===== src/rtl/matrix_rx.sv =====
// matrix_rx: receives a serially shifted LED-matrix word (anode row + cathode
// columns), latches it on an rclk strobe, tracks the current row/columns, and
// integrates four density passes of 16 rows into a 2-bit-per-pixel display
// buffer that is published once per complete 64-latch frame.
module matrix_rx #(
    parameter int SYNC_STAGES = 2
) (
    input  logic        clk,
    input  logic        rst_n,
    input  logic        serial_clk,
    input  logic        serial_data,
    input  logic        rclk,
    input  logic        clear,
    output logic [3:0]  row_sel,
    output logic [15:0] col_on,
    output logic        frame_done,
    input  logic [3:0]  rd_row,
    output logic [31:0] rd_data,
    output logic [7:0]  err_cnt
);

    // Synchronizer chains; all four inputs use the same depth so that
    // serial_data stays aligned with the serial_clk edge that samples it.
    logic [SYNC_STAGES-1:0] r_sync_sclk;
    logic [SYNC_STAGES-1:0] r_sync_sdat;
    logic [SYNC_STAGES-1:0] r_sync_rclk;
    logic [SYNC_STAGES-1:0] r_sync_clr;
    logic                   r_sclk_d;
    logic                   r_rclk_d;

    logic w_sclk_s;
    logic w_sdat_s;
    logic w_rclk_s;
    logic w_clr_s;
    logic w_sclk_rise;
    logic w_rclk_rise;

    // Shift register and the word captured by the storage latch.
    logic [31:0] r_sr;
    logic [31:0] r_lat_word;
    logic        r_lat_vld;

    // Decoded view of the captured word.
    logic [15:0] w_anode;
    logic        w_onehot;
    logic [3:0]  w_row;
    logic [15:0] w_cols;
    logic        w_row_ok;
    logic        w_accept;
    logic        w_resync;
    logic        w_err_inc;
    logic [31:0] w_old_row;
    logic [31:0] w_new_row;

    // Frame accumulation state.
    logic [5:0]  r_lc;
    logic [31:0] r_work [16];
    logic [31:0] r_disp [16];
    logic        r_frame_done;
    logic [3:0]  r_row_sel;
    logic [15:0] r_col_on;
    logic [7:0]  r_err_cnt;
    logic [31:0] r_rd_data;

    assign w_sclk_s    = r_sync_sclk[SYNC_STAGES-1];
    assign w_sdat_s    = r_sync_sdat[SYNC_STAGES-1];
    assign w_rclk_s    = r_sync_rclk[SYNC_STAGES-1];
    assign w_clr_s     = r_sync_clr[SYNC_STAGES-1];
    assign w_sclk_rise = w_sclk_s & ~r_sclk_d;
    assign w_rclk_rise = w_rclk_s & ~r_rclk_d;

    // Bring the asynchronous matrix signals into the clk domain.
    always_ff @(posedge clk or negedge rst_n) begin
        if (!rst_n) begin
            r_sync_sclk <= '0;
            r_sync_sdat <= '0;
            r_sync_rclk <= '0;
            r_sync_clr  <= '0;
            r_sclk_d    <= 1'b0;
            r_rclk_d    <= 1'b0;
        end else begin
            r_sync_sclk <= {r_sync_sclk[SYNC_STAGES-2:0], serial_clk};
            r_sync_sdat <= {r_sync_sdat[SYNC_STAGES-2:0], serial_data};
            r_sync_rclk <= {r_sync_rclk[SYNC_STAGES-2:0], rclk};
            r_sync_clr  <= {r_sync_clr[SYNC_STAGES-2:0], clear};
            r_sclk_d    <= w_sclk_s;
            r_rclk_d    <= w_rclk_s;
        end
    end

    // Shift register: held at zero while clear is low, else shifts on serial_clk rise.
    always_ff @(posedge clk or negedge rst_n) begin
        if (!rst_n) begin
            r_sr <= '0;
        end else if (!w_clr_s) begin
            r_sr <= '0;
        end else if (w_sclk_rise) begin
            r_sr <= {r_sr[30:0], w_sdat_s};
        end
    end

    // Storage latch: r_sr still holds the pre-shift value on a coincident edge.
    always_ff @(posedge clk or negedge rst_n) begin
        if (!rst_n) begin
            r_lat_word <= '0;
            r_lat_vld  <= 1'b0;
        end else begin
            r_lat_vld <= w_rclk_rise;
            if (w_rclk_rise) begin
                r_lat_word <= r_sr;
            end
        end
    end

    assign w_anode  = r_lat_word[31:16];
    assign w_onehot = (w_anode != 16'd0) && ((w_anode & (w_anode - 16'd1)) == 16'd0);
    assign w_row_ok = (w_row == r_lc[3:0]);
    assign w_accept  = r_lat_vld & w_onehot & w_row_ok;
    assign w_resync  = r_lat_vld & w_onehot & ~w_row_ok;
    assign w_err_inc = r_lat_vld & (~w_onehot | ~w_row_ok);

    // Decode row index (first-shifted bit k is row k) and active-low cathodes.
    always_comb begin
        w_row  = 4'd0;
        w_cols = '0;
        for (int k = 0; k < 16; k++) begin
            if (r_lat_word[31-k]) begin
                w_row = 4'(k);
            end
            w_cols[k] = ~r_lat_word[15-k];
        end
    end

    // Saturating per-pixel increment of the addressed working-buffer row.
    always_comb begin
        w_old_row = r_work[w_row];
        w_new_row = w_old_row;
        for (int c = 0; c < 16; c++) begin
            if (w_cols[c] && (w_old_row[2*c +: 2] != 2'd3)) begin
                w_new_row[2*c +: 2] = w_old_row[2*c +: 2] + 2'd1;
            end
        end
    end

    // Visible row/column status follows every one-hot latch.
    always_ff @(posedge clk or negedge rst_n) begin
        if (!rst_n) begin
            r_row_sel <= '0;
            r_col_on  <= '0;
        end else if (r_lat_vld && w_onehot) begin
            r_row_sel <= w_row;
            r_col_on  <= w_cols;
        end
    end

    // Frame accumulation, resync on out-of-order rows, publish on lc wrap.
    always_ff @(posedge clk or negedge rst_n) begin
        if (!rst_n) begin
            r_lc         <= '0;
            r_frame_done <= 1'b0;
            for (int i = 0; i < 16; i++) begin
                r_work[i] <= '0;
                r_disp[i] <= '0;
            end
        end else begin
            r_frame_done <= 1'b0;
            if (w_accept) begin
                r_lc <= r_lc + 6'd1;
                if (r_lc == 6'd63) begin
                    for (int i = 0; i < 16; i++) begin
                        r_disp[i] <= (4'(i) == w_row) ? w_new_row : r_work[i];
                        r_work[i] <= '0;
                    end
                    r_frame_done <= 1'b1;
                end else begin
                    r_work[w_row] <= w_new_row;
                end
            end else if (w_resync) begin
                for (int i = 0; i < 16; i++) begin
                    r_work[i] <= '0;
                end
                r_lc <= {2'b00, w_row + 4'd1};
            end
        end
    end

    // Saturating protocol error counter.
    always_ff @(posedge clk or negedge rst_n) begin
        if (!rst_n) begin
            r_err_cnt <= '0;
        end else if (w_err_inc && (r_err_cnt != 8'hFF)) begin
            r_err_cnt <= r_err_cnt + 8'd1;
        end
    end

    // Registered display-buffer read port.
    always_ff @(posedge clk or negedge rst_n) begin
        if (!rst_n) begin
            r_rd_data <= '0;
        end else begin
            r_rd_data <= r_disp[rd_row];
        end
    end

    assign row_sel    = r_row_sel;
    assign col_on     = r_col_on;
    assign frame_done = r_frame_done;
    assign rd_data    = r_rd_data;
    assign err_cnt    = r_err_cnt;

endmodule


===== config.mk =====
export PLATFORM = sky130hd
export DESIGN_NAME = matrix_rx
export DESIGN_NICKNAME = d
export VERILOG_FILES = /design/src/rtl/matrix_rx.sv
export SDC_FILE = /design/constraint.sdc
export NUM_CORES = 2
export LEC_CHECK = 0
export CORE_MARGIN = 2
export CORE_UTILIZATION = 40
export CTS_BUF_LIST = sky130_fd_sc_hd__clkbuf_8
export CTS_CLUSTER_SIZE = 16
export DETAILED_ROUTE_END_ITERATION = 7
export GPL_ROUTABILITY_DRIVEN = 1
export PLACE_DENSITY = 0.56
export SLEW_MARGIN = 20
export SYNTH_ARGS = -nofsm -noshare
export SYNTH_HDL_FRONTEND = slang
export SYNTH_SLANG_ARGS = --single-unit

===== constraint.sdc =====
create_clock -name clk -period 3.9 [get_ports clk]
set_clock_uncertainty 0.1 [all_clocks]
set_input_delay 0.78 -clock clk [delete_from_list [all_inputs] [get_ports clk]]
set_output_delay 0.78 -clock clk [all_outputs]
set_load 0.01 [all_outputs]

==> impl_metrics.py <==
metrics = {
    "run_status": {
        "status": "finished, violations left",
        "violations": "negative setup slack",
    },
    "power_and_ir_drop": {
        "p_clk_share_pct": 47.3,
        "ir_drop_mv": 0.264,
        "totalPowerFinal_mw": 24.5,
        "p_leak_nw": 34.0,
        "comb_power_share_pct": 2.8,
        "switchingPower_mw": 5.89,
        "switching_share_pct": 24.1,
        "seqPwrFrac_pct": 49.9,
        "powerDensity_nw_per_um2": 341,
        "internal-power_mw": 18.6,
    },
    "floorplanning": {
        "rows": 136,
        "die_w_um": 375,
        "fp.dieH_um": 375,
        "io_pins": 71,
        "initial_core_util_pct": 40.1,
        "core_sq_um": 137000,
        "die_area_sq_um": 140000,
    },
    "timing": {
        "worstMarginPinSlew_ns": 1.03,
        "rsz0062_at_grt": "true",
        "hold_viol": 0,
        "slew_headroom_pct": 31.4,
        "final.period_utilization_pct": 108,
        "hold_ws_ns": 0.186,
        "tns_ns": -90.38,
        "slew_violations": 0,
        "clock.fmax_ghz": 0.238,
        "min_period_ns": 4.20,
        "finalWorstSetupSlack_ns": -0.302,
        "setup_violations": 578,
    },
    "synth": {
        "synth_seq_cells": 1166,
        "yosys_warnings": 0,
        "syn_avg_cell_area_sq_um": 10.4,
        "synth_area_sq_um": 55000,
        "synth_edf_count": 0,
        "synth_ff_type": "dfrtp_1",
        "synthTopCellsByArea": "dfrtp_1, nand2_1, mux4_2",
        "syn_inst": 5279,
        "syn-num-nets": 5311,
        "synth_top_area_share_pct": 53.1,
        "synth_async_sr_flop_share_pct": 100,
        "synth_cell_type_count": 88,
        "yosysTopAreaCell": "dfrtp_1",
        "ys_seq_area_share_pct": 53.1,
    },
    "route": {
        "drt-vias-per-instance": 6.31,
        "ant_nets": 0,
        "routedWlPerCell_um": 30.0,
        "route.vias.total": 49400,
        "firstDrtPassIters": 6,
        "drc": 0,
        "totalWireLength_um": 235000,
        "drtIter0Drc": 6613,
    },
    "final_layout": {
        "area_growth_pct": 30.7,
        "final_area_sq_um": 71800,
        "fillCellCount": 12200,
        "nets": 5908,
        "drive_above_1_share_pct": 29.0,
        "multi_input_area_sq_um": 26000,
        "seqCellArea_sq_um": 29200,
    },
    "setup_path": {
        "r2r_start": "r_lat_word[29]",
        "r2r_slack_ns": -0.30,
        "critPathBufInv": 4,
        "required_ns": 4.68,
        "cpMostUsedCell": "buf_6",
        "cp-end-kind": "flop",
        "slowest_stage": "or4b_4",
        "rr_worst_depth": 15,
        "path_class": "reg -> reg",
        "r2r_end": "r_disp[4]",
        "critPathTopFamily": "simple AND/OR/NAND/NOR gates",
        "worst-endpoint-arrival_ns": 4.98,
        "slowest_delay_ns": 0.56,
        "cp_max_fo": 15,
        "cp_cell_sequence": "or2b_4, a221oi_4, o211a_4, buf_6, buf_12, buf_4, nor3_1, o32a_2, nor4_4, ha_4, nor2_4, or4b_4, buf_6, a31oi_4, a21o_1",
        "startpoint_type": "flop",
    },
    "placed_design": {
        "dpl_cell_area_sq_um": 63100,
        "detailed_place_hpwl_um": 153000,
        "portBuffers": 70,
        "gp_congestion": 0.946,
    },
    "clock_tree": {
        "cts_tree": "yes",
        "clkSinkCount": 1166,
        "clk_path_buf_depth": 3,
        "clkLatencyLatePin_ns": 1.00,
        "cts_made_buffers": 200,
        "cts_max_level": 4,
        "root_buffer": "clkbuf_8",
        "clk_pin_slew_ns": 0.06,
    },
    "min_path": {
        "min_path_type": "in -> reg",
        "min_to": "r_sync_rclk[0]",
        "min_from": "rclk",
        "min_path_cells": 1,
    },
    "flow_run": {
        "cap_violations": 0,
    },
    "global_routing": {
        "grt_max_degree": 129,
        "grt_overflow": 0,
        "antenna_found_initial": 11,
        "grt_pass1_wl_um": 334000,
        "grt_use_total_pct": 32.6,
        "grt_pass1_vias": 47900,
    },
}
[Yosys cell counts, drive strengths merged (16+ instances only)]
| library cell | number |
|---|---|
| inv | 17 |
| a32o | 267 |
| a31oi | 73 |
| mux2i | 81 |
| a21boi | 32 |
| nor2 | 132 |
| and3 | 30 |
| nor3 | 27 |
| or3 | 55 |
| nand2 | 1306 |
| mux2 | 68 |
| or2 | 16 |
| mux4 | 160 |
| o211ai | 54 |
| nor4 | 22 |
| a21o | 65 |
| a22o | 34 |
| ha | 22 |
| o31ai | 19 |
| buf | 194 |
| nand3 | 399 |
| a21oi | 92 |
| o21ai | 367 |
| o21a | 56 |
| clkbuf | 286 |
| dfrtp | 1166 |
| o22ai | 31 |
[cells in the final DEF, fill, tap and decap left out, drive strengths merged, types with 34 or more instances in the layout]
| master | n |
|---|---|
| o21a | 56 |
| nand3 | 399 |
| a21o | 65 |
| o211ai | 54 |
| a21oi | 92 |
| clkdlybuf4s50 | 65 |
| o21ai | 367 |
| a22o | 34 |
| inv | 96 |
| mux2i | 81 |
| mux4 | 160 |
| nor2 | 132 |
| mux2 | 68 |
| or3 | 55 |
| buf | 808 |
| clkbuf | 274 |
| a31oi | 73 |
| nand2 | 1306 |
| a32o | 267 |
| dfrtp | 1166 |
[per-layer routing]
metal,GRT usage (%),wire length [um],vias to the layer above
met1,44.9,93200,25000
met3,8.85,28300,788
li1,-,-,20400
met4,18.0,14600,8
met2,46.5,99000,3191
met5,0,130,-
[state kept, by name, indices dropped and copies added, names as in the netlist]
name / flops
rd_data: 32
r_rclk_d: 1
r_work: 512
err_cnt: 8
r_sync_rclk: 2
col_on: 16
row_sel: 4
r_sclk_d: 1
r_sync_sdat: 2
frame_done: 1
r_lat_vld: 1
r_lat_word: 32
r_lc: 6
r_sync_clr: 2
r_sr: 32
r_disp: 512
r_sync_sclk: 2
[per-stage QoR]
stage                     instances  setup slack, ns  utilization (%)
after floorplan                5279           -0.151                -
after global placement         7322            -1.49             46.1
after detailed placement       7323            -1.02             46.1
after CTS                      7743           -0.330             50.4
after global routing           7829           -0.379             52.4
final                          7833           -0.302             52.4
[cell families (layout without fill, tap and decap cells)]
logic type | count (synthesis) | in the layout | synth area share [%]
AND/OR/NAND/NOR | 2032 | 2032 | 15.8
AO/OA/AOI/OAI | 1229 | 1231 | 16.3
flip-flops | 1166 | 1166 | 53.1
buffers and inverters | 511 | 1264 | 4.73
multiplexers | 309 | 309 | 9.43
adder cells (fa/ha/maj) | 22 | 22 | 0.501
XOR/XNOR | 10 | 10 | 0.159
other | 0 | 5 | 0
[layout make-up]
cell class / instances / area share [%]
diodes: 5 / 0.0174
multi-input cells: 3604 / 36.2
well taps: 1794 / 3.13
flip-flops and latches: 1166 / 40.6
inverters: 17 / 0.106
repair buffers: 887 / 14.1
clock buffers: 261 / 5.00
clock inverters: 99 / 0.812
[power by group through the flow]
stage	clock network, mW	logic (mW)	registers, mW
2_1_floorplan	0	0.214	12.4
3_3_place_gp	0	0.702	12.4
3_5_place_dp	0	0.707	12.4
4_1_cts	11.7	0.709	12.2
5_1_grt	12.3	0.765	12.2
6_report	11.6	0.696	12.2
[how the worst max path moves through the flow]
stage | end | slack [ns] | startpoint | cells past startpoint
2_1_floorplan | r_work[158] | -0.15 | r_lat_word[20] | 20
3_3_place_gp | r_disp[72] | -1.49 | r_lat_word[29] | 18
3_5_place_dp | r_work[357] | -1.02 | r_lat_word[20] | 17
4_1_cts | r_disp[4] | -0.33 | r_lat_word[24] | 15
5_1_grt | r_disp[113] | -0.38 | r_lat_word[29] | 17
6_report | r_disp[4] | -0.30 | r_lat_word[29] | 15
[worst register-to-register path, cell delays in order, from the launching register on]
cell and delay [ns]:
dfrtp_1 0.38, or2b_4 0.26, a221oi_4 0.29, o211a_4 0.29, buf_6 0.24, buf_12 0.20, buf_4 0.19, nor3_1 0.07
o32a_2 0.27, nor4_4 0.51, ha_4 0.25, nor2_4 0.07, or4b_4 0.57, buf_6 0.17, a31oi_4 0.17, a21o_1 0.10
[what timing repair did]
item | CTS | global route
gates resized for setup | 294 | 436
cloned | 10 | 17
buffers inserted | 52 | 79
endpoints found under the hold margin | 79 | 0
pin swaps | 94 | 171
setup endpoints to repair | 640 | 690
hold buffers | 1 | 0
(Power assumes the default switching activity.)
